`src/rtl/trdb_branch_map_unpacker.sv`:
```
// ============================================================================
// Module   : trdb_branch_map_unpacker
// Purpose  : Decoder-side branch-map serialiser. Accepts one branch-map field
//            (count + map bits) from the packet parser and presents it as a
//            per-branch taken/not-taken stream to the PC reconstruction engine.
//            Optional macro TRDB_BMAP_PREFETCH_EN adds a second map slot so
//            back-to-back maps drain without a bubble.
// Revision : 1.0 - initial release
// ============================================================================
`timescale 1ns/1ps
`default_nettype none

module trdb_branch_map_unpacker #(
  parameter int MAP_LEN = 31,
  parameter int CNT_W   = 5
) (
  input  logic               clk_i,
  input  logic               rst_ni,
  input  logic               flush_i,
  input  logic               map_valid_i,
  output logic               map_ready_o,
  input  logic [CNT_W-1:0]   map_count_i,
  input  logic [MAP_LEN-1:0] map_bits_i,
  output logic               br_valid_o,
  input  logic               br_ready_i,
  output logic               br_taken_o,
  output logic               br_last_o,
  output logic               busy_o,
  output logic               overflow_o
);

  typedef enum logic [0:0] {
    IDLE  = 1'b0,
    DRAIN = 1'b1
  } state_e;

  localparam logic [CNT_W-1:0] CNT_ONE  = CNT_W'(1);
  localparam logic [CNT_W-1:0] CNT_FULL = CNT_W'(MAP_LEN);
  localparam logic [CNT_W:0]   LEN_EXT  = (CNT_W+1)'(MAP_LEN);

  state_e             state_q;
  logic [MAP_LEN-1:0] shift_q;
  logic [CNT_W-1:0]   rem_q;
  logic               ovf_q;

  logic               in_over;
  logic [CNT_W-1:0]   in_cnt;
  logic               map_fire;
  logic               br_fire;
  logic               last_q;

  // Count decode: zero means a full map, oversized counts clamp to a full map.
  assign in_over  = {1'b0, map_count_i} > LEN_EXT;
  assign in_cnt   = ((map_count_i == '0) || in_over) ? CNT_FULL : map_count_i;

  // A flush cycle discards whatever is offered on either side.
  assign map_fire = map_valid_i & map_ready_o & ~flush_i;
  assign br_fire  = br_valid_o & br_ready_i & ~flush_i;
  assign last_q   = (rem_q == CNT_ONE);

  // Outcome side is driven purely from held state, so it is stable under stall.
  assign br_valid_o = (state_q == DRAIN);
  assign br_taken_o = br_valid_o & ~shift_q[0];
  assign br_last_o  = br_valid_o & last_q;
  assign overflow_o = ovf_q;

`ifdef TRDB_BMAP_PREFETCH_EN

  logic [MAP_LEN-1:0] pf_bits_q;
  logic [CNT_W-1:0]   pf_cnt_q;
  logic               pf_valid_q;

  assign map_ready_o = ~pf_valid_q;
  assign busy_o      = (state_q == DRAIN) | pf_valid_q;

  // Two-slot FSM: active slot drains, prefetch slot is promoted on the last outcome.
  always_ff @(posedge clk_i or negedge rst_ni) begin
    if (!rst_ni) begin
      state_q    <= IDLE;
      shift_q    <= '0;
      rem_q      <= '0;
      ovf_q      <= 1'b0;
      pf_bits_q  <= '0;
      pf_cnt_q   <= '0;
      pf_valid_q <= 1'b0;
    end else if (flush_i) begin
      state_q    <= IDLE;
      shift_q    <= '0;
      rem_q      <= '0;
      ovf_q      <= 1'b0;
      pf_bits_q  <= '0;
      pf_cnt_q   <= '0;
      pf_valid_q <= 1'b0;
    end else begin
      if (map_fire && in_over) begin
        ovf_q <= 1'b1;
      end
      case (state_q)
        IDLE: begin
          if (map_fire) begin
            shift_q <= map_bits_i;
            rem_q   <= in_cnt;
            state_q <= DRAIN;
          end
        end
        DRAIN: begin
          if (br_fire && last_q) begin
            if (pf_valid_q) begin
              // Prefetched map takes over with no bubble.
              shift_q    <= pf_bits_q;
              rem_q      <= pf_cnt_q;
              pf_valid_q <= 1'b0;
            end else if (map_fire) begin
              // Map arriving exactly on the last outcome bypasses the prefetch slot.
              shift_q <= map_bits_i;
              rem_q   <= in_cnt;
            end else begin
              shift_q <= shift_q >> 1;
              rem_q   <= rem_q - CNT_ONE;
              state_q <= IDLE;
            end
          end else begin
            if (br_fire) begin
              shift_q <= shift_q >> 1;
              rem_q   <= rem_q - CNT_ONE;
            end
            if (map_fire) begin
              pf_bits_q  <= map_bits_i;
              pf_cnt_q   <= in_cnt;
              pf_valid_q <= 1'b1;
            end
          end
        end
        default: state_q <= IDLE;
      endcase
    end
  end

`else

  assign map_ready_o = (state_q == IDLE);
  assign busy_o      = (state_q == DRAIN);

  // Single-slot FSM: load in IDLE, shift one outcome out per consumed beat in DRAIN.
  always_ff @(posedge clk_i or negedge rst_ni) begin
    if (!rst_ni) begin
      state_q <= IDLE;
      shift_q <= '0;
      rem_q   <= '0;
      ovf_q   <= 1'b0;
    end else if (flush_i) begin
      state_q <= IDLE;
      shift_q <= '0;
      rem_q   <= '0;
      ovf_q   <= 1'b0;
    end else begin
      if (map_fire && in_over) begin
        ovf_q <= 1'b1;
      end
      case (state_q)
        IDLE: begin
          if (map_fire) begin
            shift_q <= map_bits_i;
            rem_q   <= in_cnt;
            state_q <= DRAIN;
          end
        end
        DRAIN: begin
          if (br_fire) begin
            shift_q <= shift_q >> 1;
            rem_q   <= rem_q - CNT_ONE;
            if (last_q) begin
              state_q <= IDLE;
            end
          end
        end
        default: state_q <= IDLE;
      endcase
    end
  end

`endif

endmodule

`default_nettype wire
```
`config.mk`:
```
export PLATFORM = sky130hd
export DESIGN_NAME = trdb_branch_map_unpacker
export DESIGN_NICKNAME = d
export VERILOG_FILES = /design/src/rtl/trdb_branch_map_unpacker.sv
export SDC_FILE = /design/constraint.sdc
export NUM_CORES = 1
export LEC_CHECK = 0
export BUFFER_PORTS_ARGS = -buffer_cell sky130_fd_sc_hd__buf_4
export CAP_MARGIN = 20
export CORE_ASPECT_RATIO = 1.4
export CORE_MARGIN = 5
export CORE_UTILIZATION = 30
export CTS_CLUSTER_DIAMETER = 200
export DETAILED_ROUTE_END_ITERATION = 7
export PLACE_DENSITY = 0.58
export SYNTH_ARGS = -nofsm -noshare
export SYNTH_HDL_FRONTEND = slang
export SYNTH_SLANG_ARGS = --single-unit
```
`constraint.sdc`:
```
create_clock -name clk_i -period 1.65 [get_ports clk_i]
set_input_delay 0.33 -clock clk_i [delete_from_list [all_inputs] [get_ports clk_i]]
set_output_delay 0.33 -clock clk_i [all_outputs]
set_load 0.1 [all_outputs]
```
==> flow_summary.yaml, run 1 <==
pwr:
  ir_worst_vdd_mv: 0.518
  pwr_density_cell_mw_per_mm2: 868
  power_mw: 2.31
  leakage_nw: 1.20
detailed_routing:
  drc_errors: 0
  dr.pass1.iters: 4
  drtIter0Drc: 137
  wl_per_cell_um: 15.2
  ant_nets: 0
  via_per_inst: 5.27
  num_vias: 1676
  drt-total-wl_um: 4830
logic_synthesis:
  syn_area_per_cell_um2: 10.2
  yosysSeqAreaShare_pct: 47.6
  ys_types: 29
  yosysWarnings: 0
  synthCells: 190
  synth.net_count: 233
  synth_top_family_by_area: "compound AO/OA/AOI/OAI gates"
  synth_seq_cells: 37
  synthAdderAreaFrac_pct: 1.29
  synth_compound_area_share_pct: 18.2
  syn-cell-area_mm2: 0.00194
  synth_simple_gate_area_share_pct: 10.9
  synthMuxAreaShare_pct: 16.5
  synth_xor_xnor_area_share_pct: 0
timing:
  drv_slew: 0
  finalSetupViolations: 1
  layout_setup_ws_ns: -0.000160
  rsz0062_at_grt: "true"
  period_needed_ns: 1.65
  fmax_mhz: 606
  holdWs_ns: -0.00176
  clock_skew_ns: 0.00448
  final_hold_viol_count: 1
  finalCritPeriodShare_pct: 100
clock_network:
  clockRootBuffer: "clkbuf_8"
  path_clk_slew_ns: 0.07
  insertion_delay_ns: 0.29
  ctsHoldBuffers: 0
  cts_tree: "done"
  h-tree-depth: 2
  clock-sinks: 37
  clock_path_buffers: 2
  cts_inserted_buffers: 5
global_routing:
  grt_overflow_total: 0
  grt_usage_pct: 11.3
  grt_first_pass_wirelength_um: 7630
  antenna_found_initial: 0
  grt_start_max_net_pins: 43
  grt_pass1_vias: 1605
job:
  maxCapViolCount: 0
layout:
  areaGrowthSynthToFinish_pct: 36.7
  drive_above_1_share_pct: 34.6
  final_cell_area_mm2: 0.00266
  diodes: 0
  stdcell_count: 318
  num-nets-final: 288
  utilization_pct: 42.5
die:
  core_mm2: 0.00625
  start_util_pct: 31.1
  dieWidth_um: 78.0
  die_area_mm2: 0.00821
  pin_count: 47
  dieHeight_um: 105
  fp-row-count: 34
setup_path:
  timing.reg2reg.setup_slack_ns: 0.07
  path_class: "reg -> out"
  r2r_end: "shift_q[24]"
  critPathLaunchType: "register"
  cp_cell_sequence: "nor2_2, and4b_2, buf_12"
  max_stage_delay_ns: 0.40
  cp_data_required_time_ns: 1.32
  arrival_ns: 1.32
  critPathSlowestCell: "dfrtp_1"
  rr_worst_depth: 6
  endpoint_kind: "primary output"
  worstPathMaxFanout: 3
  r2r-start: "br_valid_o"
run_status:
  outcome: "finished with violations"
  failed_checks: "hold timing, setup timing"
placed_design:
  post_dp_cell_area_mm2: 0.00239
  dp_hpwl_um: 3080
  port_buffers: 45
  gp_congestion: 0.831
  place_inst: 299
  pre_cts_ws_ns: -0.0378
worst_hold_path:
  min_path_type: "in -> async"
flip-flops by register name, indices dropped and copies added, names as in the netlist:
name	flops
br_valid_o	1
rem_q	5
shift_q	31
cells by family (layout without fill, tap and decap cells):
logic type | count (synthesis) | after routing
AND/OR/NAND/NOR | 49 | 49
AO/OA/AOI/OAI | 47 | 47
flip-flops | 37 | 37
multiplexers | 32 | 32
buffers and inverters | 22 | 78
adder cells (fa/ha/maj) | 2 | 2
other | 1 | 1
layout by cell type (no fill, tap or decap), types with 2 or more instances in the layout:
cell,n
buf_4,57
dfrtp_1,36
nor2_1,33
a211oi_1,31
mux2i_1,31
clkbuf_8,6
buf_6,5
nor4_1,4
nand2_1,3
nand3_1,3
a21oi_1,3
o31ai_1,3
inv_1,2
a211oi_2,2
clkbuf_1,2
buf_12,2
Yosys cell counts, drive strengths merged:
library cell | n | area, um2
nand2 | 3 | 11.3
inv | 4 | 15.0
buf | 11 | 58.8
mux2i | 31 | 310
o21ai | 1 | 5.00
mux2 | 1 | 11.3
a221oi | 1 | 8.76
a31oi | 1 | 6.26
conb | 1 | 3.75
dfrtp | 37 | 926
nor2 | 35 | 131
o32ai | 1 | 8.76
a22o | 1 | 8.76
o311ai | 1 | 8.76
o31ai | 3 | 22.5
o211ai | 1 | 7.51
or4 | 1 | 7.51
nand3 | 3 | 15.0
and4b | 1 | 10.0
and3 | 1 | 6.26
nor4 | 4 | 25.0
ha | 2 | 25.0
or3 | 1 | 6.26
a211oi | 33 | 248
a2111oi | 1 | 15.0
clkbuf | 7 | 26.3
a21oi | 3 | 15.0
worst max-delay path by stage:
stage                     slack (ns)         end           start
after floorplan                -0.60  br_taken_o      br_valid_o
after global placement        0.0002    rem_q[4]  map_count_i[0]
after detailed placement       -0.04    rem_q[4]  map_count_i[0]
after CTS                    -0.0006   br_last_o        rem_q[1]
after global routing           -0.04   br_last_o        rem_q[1]
final                        -0.0002   br_last_o        rem_q[2]
worst max-delay path, delay by kind of cell, from the launching register on:
family / cells / cell delay, ns
buffers and inverters: 1 / 0.18
flip-flops: 1 / 0.40
AND/OR/NAND/NOR: 2 / 0.46
through the flow:
step                      setup TNS, ns  hold WS, ns
final                         -0.000160     -0.00176
after global routing            -0.0436       0.0371
after CTS                     -0.000608       0.0181
after detailed placement        -0.0378        0.331
after global placement                0        0.335
after floorplan                   -3.87       0.0344
where the power goes:
part | internal (mW) | switching (mW)
Sequential | 0.991 | 0.0540
Clock | 0.341 | 0.315
Combinational | 0.276 | 0.328
Total | 1.61 | 0.697
final cells by class:
class / instances / area (um2)
repair buffers: 66 / 564
inverters: 4 / 18.8
well taps: 72 / 90.1
multi-input cells: 131 / 963
clock buffers: 8 / 90.1
fillers: 620 / 3600
flip-flops and latches: 37 / 930
routing by layer:
metal	global-route usage, %	wire [um]
met5	0	0
met2	18.3	2340
met3	2.82	230
met4	4.47	100
met1	14.5	2160
timing repair:
item / 4_1_cts / 5_1_grt
pin swaps: 0 / 1
gates cloned: 0 / 1
buffers inserted: 8 / 2
gates resized for setup: 9 / 10
hold endpoints to repair: 0 / 0
setup endpoints to repair: 5 / 16
No activity file was read; power rests on OpenSTA's default activity.
==> inputs of run 2 (changes only) <==
- CORE_UTILIZATION: 30 -> 53
- PLACE_DENSITY: 0.58 -> 0.87
==> run 2 against run 1 <==
- sequential power about the same
- the run still ends with hold timing, setup timing left
- critical path depth is 1 higher
- clock power fell by 4.1%
- utilization up 28 points
- first-iteration DRC count fell by 34%
- setup slack worse by 0.014 ns
- clock skew up 0.0015 ns
- final area decreased by 4.3%
- combinational power decreased by 4.1%
==> flow_summary.yaml, run 2 (synthesis results as in run 1) <==
detailed_routing:
  dr.pass1.iters: 4
  drc_errors: 0
  ant_nets: 0
  drt-total-wl_um: 4450
  num_vias: 1620
  wl_per_cell_um: 15.6
  drtIter0Drc: 90
  via_per_inst: 5.66
setup_path:
  arrival_ns: 1.33
  timing.reg2reg.setup_slack_ns: 0.09
  endpoint_kind: "primary output"
  cp_cell_sequence: "inv_2, ha_1, and4b_2, buf_12"
  max_stage_delay_ns: 0.40
  path_delay_family: "flip-flops"
  critPathSlowestCell: "dfrtp_1"
  cp.buffers_inverters: 2
  critPathLaunchType: "register"
  worstPathMaxFanout: 2
  cp_data_required_time_ns: 1.32
  path_class: "reg -> out"
timing:
  period_needed_ns: 1.66
  final_hold_viol_count: 14
  drv_slew: 0
  clock_skew_ns: 0.00593
  holdWs_ns: -0.00689
  finalSetupTns_ns: -0.0142
  fmax_mhz: 601
  finalCritPeriodShare_pct: 101
  layout_setup_ws_ns: -0.0142
  rsz0062_at_grt: "true"
  finalSetupViolations: 1
layout:
  largest_reg_flops: 31
  final_cell_mix: "buf_4 (60), dfrtp_1 (36), nor2_1 (33), a211oi_1 (33), mux2i_1 (31)"
  largest-register: "shift_q"
  final_common_cell: "buf_4"
  utilization_pct: 70.4
  drive_above_1_share_pct: 32.8
  final_cell_area_mm2: 0.00254
  num-nets-final: 286
  areaGrowthSynthToFinish_pct: 30.8
  diodes: 0
  stdcell_count: 286
global_routing:
  grt_start_max_net_pins: 43
  grt_overflow_total: 0
  grt_pass1_vias: 1611
  grt_first_pass_wirelength_um: 7150
  grt_usage_pct: 19.1
  antenna_found_initial: 0
pwr:
  leakage_nw: 1.18
  ir_worst_vdd_mv: 0.750
  power_mw: 2.26
  pwr_density_cell_mw_per_mm2: 888
placed_design:
  pre_cts_ws_ns: -0.0225
  port_buffers: 45
  place_inst: 268
  gp_congestion: 0.800
  post_dp_cell_area_mm2: 0.00236
  dp_hpwl_um: 2950
clock_network:
  clockRootBuffer: "clkbuf_8"
  path_clk_slew_ns: 0.07
  insertion_delay_ns: 0.29
  ctsHoldBuffers: 0
  h-tree-depth: 2
  clock_path_buffers: 2
  cts_tree: "done"
  clock-sinks: 37
  cts_inserted_buffers: 5
die:
  dieHeight_um: 81.6
  dieWidth_um: 61.2
  die_area_mm2: 0.00499
  start_util_pct: 53.8
  fp-row-count: 26
  core_mm2: 0.00361
  pin_count: 47
worst_hold_path:
  min_path_type: "in -> async"
job:
  maxCapViolCount: 0
run_status:
  outcome: "finished with violations"
  failed_checks: "hold timing, setup timing"
[run 2: repair_timing]
| item | in CTS | in global routing |
|---|---|---|
| gates resized for setup | 7 | 0 |
| buffers inserted | 4 | 6 |
| setup endpoints to repair | 2 | 4 |
| pin swaps | 2 | 2 |
| endpoints found under the hold margin | 0 | 0 |
[run 2: power breakdown]
part	switching [mW]	internal, mW
combinational	0.316	0.263
sequential	0.0575	0.991
clock	0.337	0.292
total	0.710	1.55
[run 2: area by class of cell]
class                           instances  area, um2
Fill cell                             267       1070
Sequential cell                        37        930
Multi-Input combinational cell        131        928
Timing Repair Buffer                   64        526
Clock buffer                            5       68.8
Tap cell                               42       52.6
Inverter                                4       18.8
Clock inverter                          3       17.5
[run 2: per-layer routing]
metal | vias to the layer above | wire length [um] | track usage, %
met5 | - | 0 | 0
met4 | 0 | 88 | 8.68
met3 | 10 | 279 | 5.66
met2 | 46 | 2310 | 30.7
met1 | 759 | 1770 | 23.2
li1 | 805 | - | -
[run 2: final timing paths]
kind                                  start           to  depth (start not counted)
worst min register to register  shift_q[30]  shift_q[30]                          2
worst min-delay path                 rst_ni  shift_q[12]                          1
worst max register to register     rem_q[1]     rem_q[4]                          6
worst max-delay path               rem_q[1]    br_last_o                          4
max in group asynchronous            rst_ni   br_valid_o                          1
min in group clk_i               br_ready_i   br_valid_o                          2
==> inputs of run 3 (changes only) <==
- CORE_ASPECT_RATIO: 1.4 -> 1.1
- RECOVER_POWER: unset -> 50
==> run 3 against run 2 <==
- count of clock-buffer cells in the layout stayed put
- final cell count up 2.4%
- non-clock buffer count decreased by 1
- largest power group unchanged
- final area rose by 3.3%
- sequential power hardly changed
- utilization up 2.6 points
- the run ends with setup timing left
- combinational power is 7.6% higher
- via count increased by 5.7%
- first-iteration DRC count grew 86%
- clock power is 1% lower
- sequential share of layout area is 1.2 points lower
==> flow_summary.yaml, run 3 (synthesis results as in run 1) <==
timing:
  tightest_slew_ns: 0.942
  clock_skew_ns: 0.00835
  holdWs_ns: 0.174
  final_hold_viol_count: 0
  period_needed_ns: 1.69
  rsz0062_at_grt: "true"
  layout_setup_ws_ns: -0.0402
  drv_slew: 0
  fmax_mhz: 592
  finalSetupViolations: 1
  finalCritPeriodShare_pct: 102
  relSlewSlack_pct: 37.2
layout:
  diodes: 0
  num-nets-final: 285
  drive_above_1_share_pct: 34.2
  utilization_pct: 73.0
  final_common_cell: "buf_4"
  stdcell_count: 293
  fillers: 255
  multi_input_area_um2: 957
  seqCellArea_um2: 930
  largest-register: "shift_q"
  final_cell_mix: "buf_4 (53), dfrtp_1 (36), nor2_1 (33), mux2i_1 (31), a211oi_1 (29)"
  areaGrowthSynthToFinish_pct: 35.1
  largest_reg_flops: 31
global_routing:
  grt_pass1_vias: 1673
  grt_first_pass_wirelength_um: 7820
  antenna_found_initial: 0
  grt_overflow_total: 0
  grt_usage_pct: 21.3
  grt_start_max_net_pins: 47
die:
  fp-row-count: 23
  pin_count: 47
  core_mm2: 0.00360
  dieWidth_um: 67.7
  dieHeight_um: 73.5
  start_util_pct: 54.0
  die_area_mm2: 0.00498
clock_network:
  h-tree-depth: 2
  clock_path_buffers: 2
  clockRootBuffer: "clkbuf_8"
  path_clk_slew_ns: 0.08
  insertion_delay_ns: 0.29
  cts_tree: "done"
  ctsHoldBuffers: 0
  clock-sinks: 37
  cts_inserted_buffers: 5
detailed_routing:
  wl_per_cell_um: 17.2
  wl_met1_um: 2080
  drt-total-wl_um: 5050
  ant_nets: 0
  via_per_inst: 5.85
  route.met3.wl_um: 266
  routed.top_layer: "met4"
  drtIter0Drc: 167
  num_vias: 1713
  dr.pass1.iters: 4
  drc_errors: 0
  wl_met2_um: 2590
pwr:
  leakage_nw: 1.20
  p_int_mw: 1.57
  combPwrFrac_pct: 27.1
  ir_worst_vdd_mv: 0.479
  power_mw: 2.29
  pwr-share-seq_pct: 45.8
  switching_power_mw: 0.727
  power_frac_clock_pct: 27.0
  swShare_pct: 31.7
  pwr_density_cell_mw_per_mm2: 874
setup_path:
  endpoint_kind: "primary output"
  max_stage_delay_ns: 0.50
  worstPathMaxFanout: 4
  crit_top_cell: "buf_12"
  critPathLaunchType: "register"
  cp_cell_sequence: "buf_12, and4b_2, buf_12"
  arrival_ns: 1.36
  critPathSlowestCell: "dfrtp_4"
  cp_data_required_time_ns: 1.32
  path_class: "reg -> out"
placed_design:
  port_buffers: 45
  place_inst: 275
  dp_hpwl_um: 3080
  gp_congestion: 0.855
job:
  maxCapViolCount: 0
run_status:
  failed_checks: "setup timing"
  outcome: "finished with violations"
worst_hold_path:
  min_path_type: "in -> async"
-- run 3: changes by cell type in the layout (fill, tap and decap cells not counted), moves of 2 or more --
cell | previous run | this run
a211oi_1 | 33 | 29
a211oi_2 | 0 | 4
buf_12 | 3 | 6
buf_4 | 60 | 53
buf_6 | 0 | 2
-- run 3: worst max-delay path, delay by kind of cell, from the launching register on --
kind | cells | cell delay [ns]
buffers and inverters | 2 | 0.31
flip-flops | 1 | 0.50
AND/OR/NAND/NOR | 1 | 0.26
-- run 3: final cells by class --
| cell class | instances | area share (%) |
|---|---|---|
| Sequential cell | 37 | 35.4 |
| Timing Repair Buffer | 63 | 21.7 |
| Inverter | 4 | 0.715 |
| Clock inverter | 3 | 0.667 |
| Clock buffer | 5 | 2.62 |
| Multi-Input combinational cell | 131 | 36.5 |
| Tap cell | 50 | 2.38 |
-- run 3: repair_timing --
action,4_1_cts,5_1_grt
pin swaps,1,2
cloned,0,1
setup endpoints to repair,3,8
gates resized for setup,13,9
buffers inserted,7,2
-- run 3: metal layers --
metal	global-route usage, %	up-vias
met5	0	-
met4	10.1	0
met3	5.81	16
met2	34.6	70
met1	25.9	823
li1	-	804
-- run 3: power groups by stage --
stage                     clock network [mW]  logic [mW]  registers, mW
after global routing                   0.679       0.675           1.06
after CTS                              0.637       0.578           1.04
after detailed placement                   0       0.530           1.07
after global placement                     0       0.515           1.06
final                                  0.619       0.623           1.05
after floorplan                            0       0.348           1.06
-- run 3: worst paths after layout --
path / start / cells after the start / slack [ns] / end
hold / removal: rst_ni / 1 / 0.17 / rem_q[0]
setup reg to reg: br_valid_o / 5 / 0.05 / rem_q[4]
min in group clk_i: br_ready_i / 2 / 0.23 / br_valid_o
max in group asynchronous: rst_ni / 1 / 0.80 / br_valid_o
hold reg to reg: shift_q[3] / 2 / 0.57 / shift_q[3]
setup / recovery: br_valid_o / 3 / -0.04 / br_last_o
-- run 3: stage by stage --
step | setup slack, ns | cell area (um2) | TNS (ns)
floorplan | -0.596 | 1970 | -3.87
global placement | 0.00956 | 2360 | 0
detailed placement | -0.0388 | 2360 | -0.0388
CTS | -0.0325 | 2540 | -0.0325
global route | -0.0793 | 2630 | -0.109
finish | -0.0402 | 2630 | -0.0402
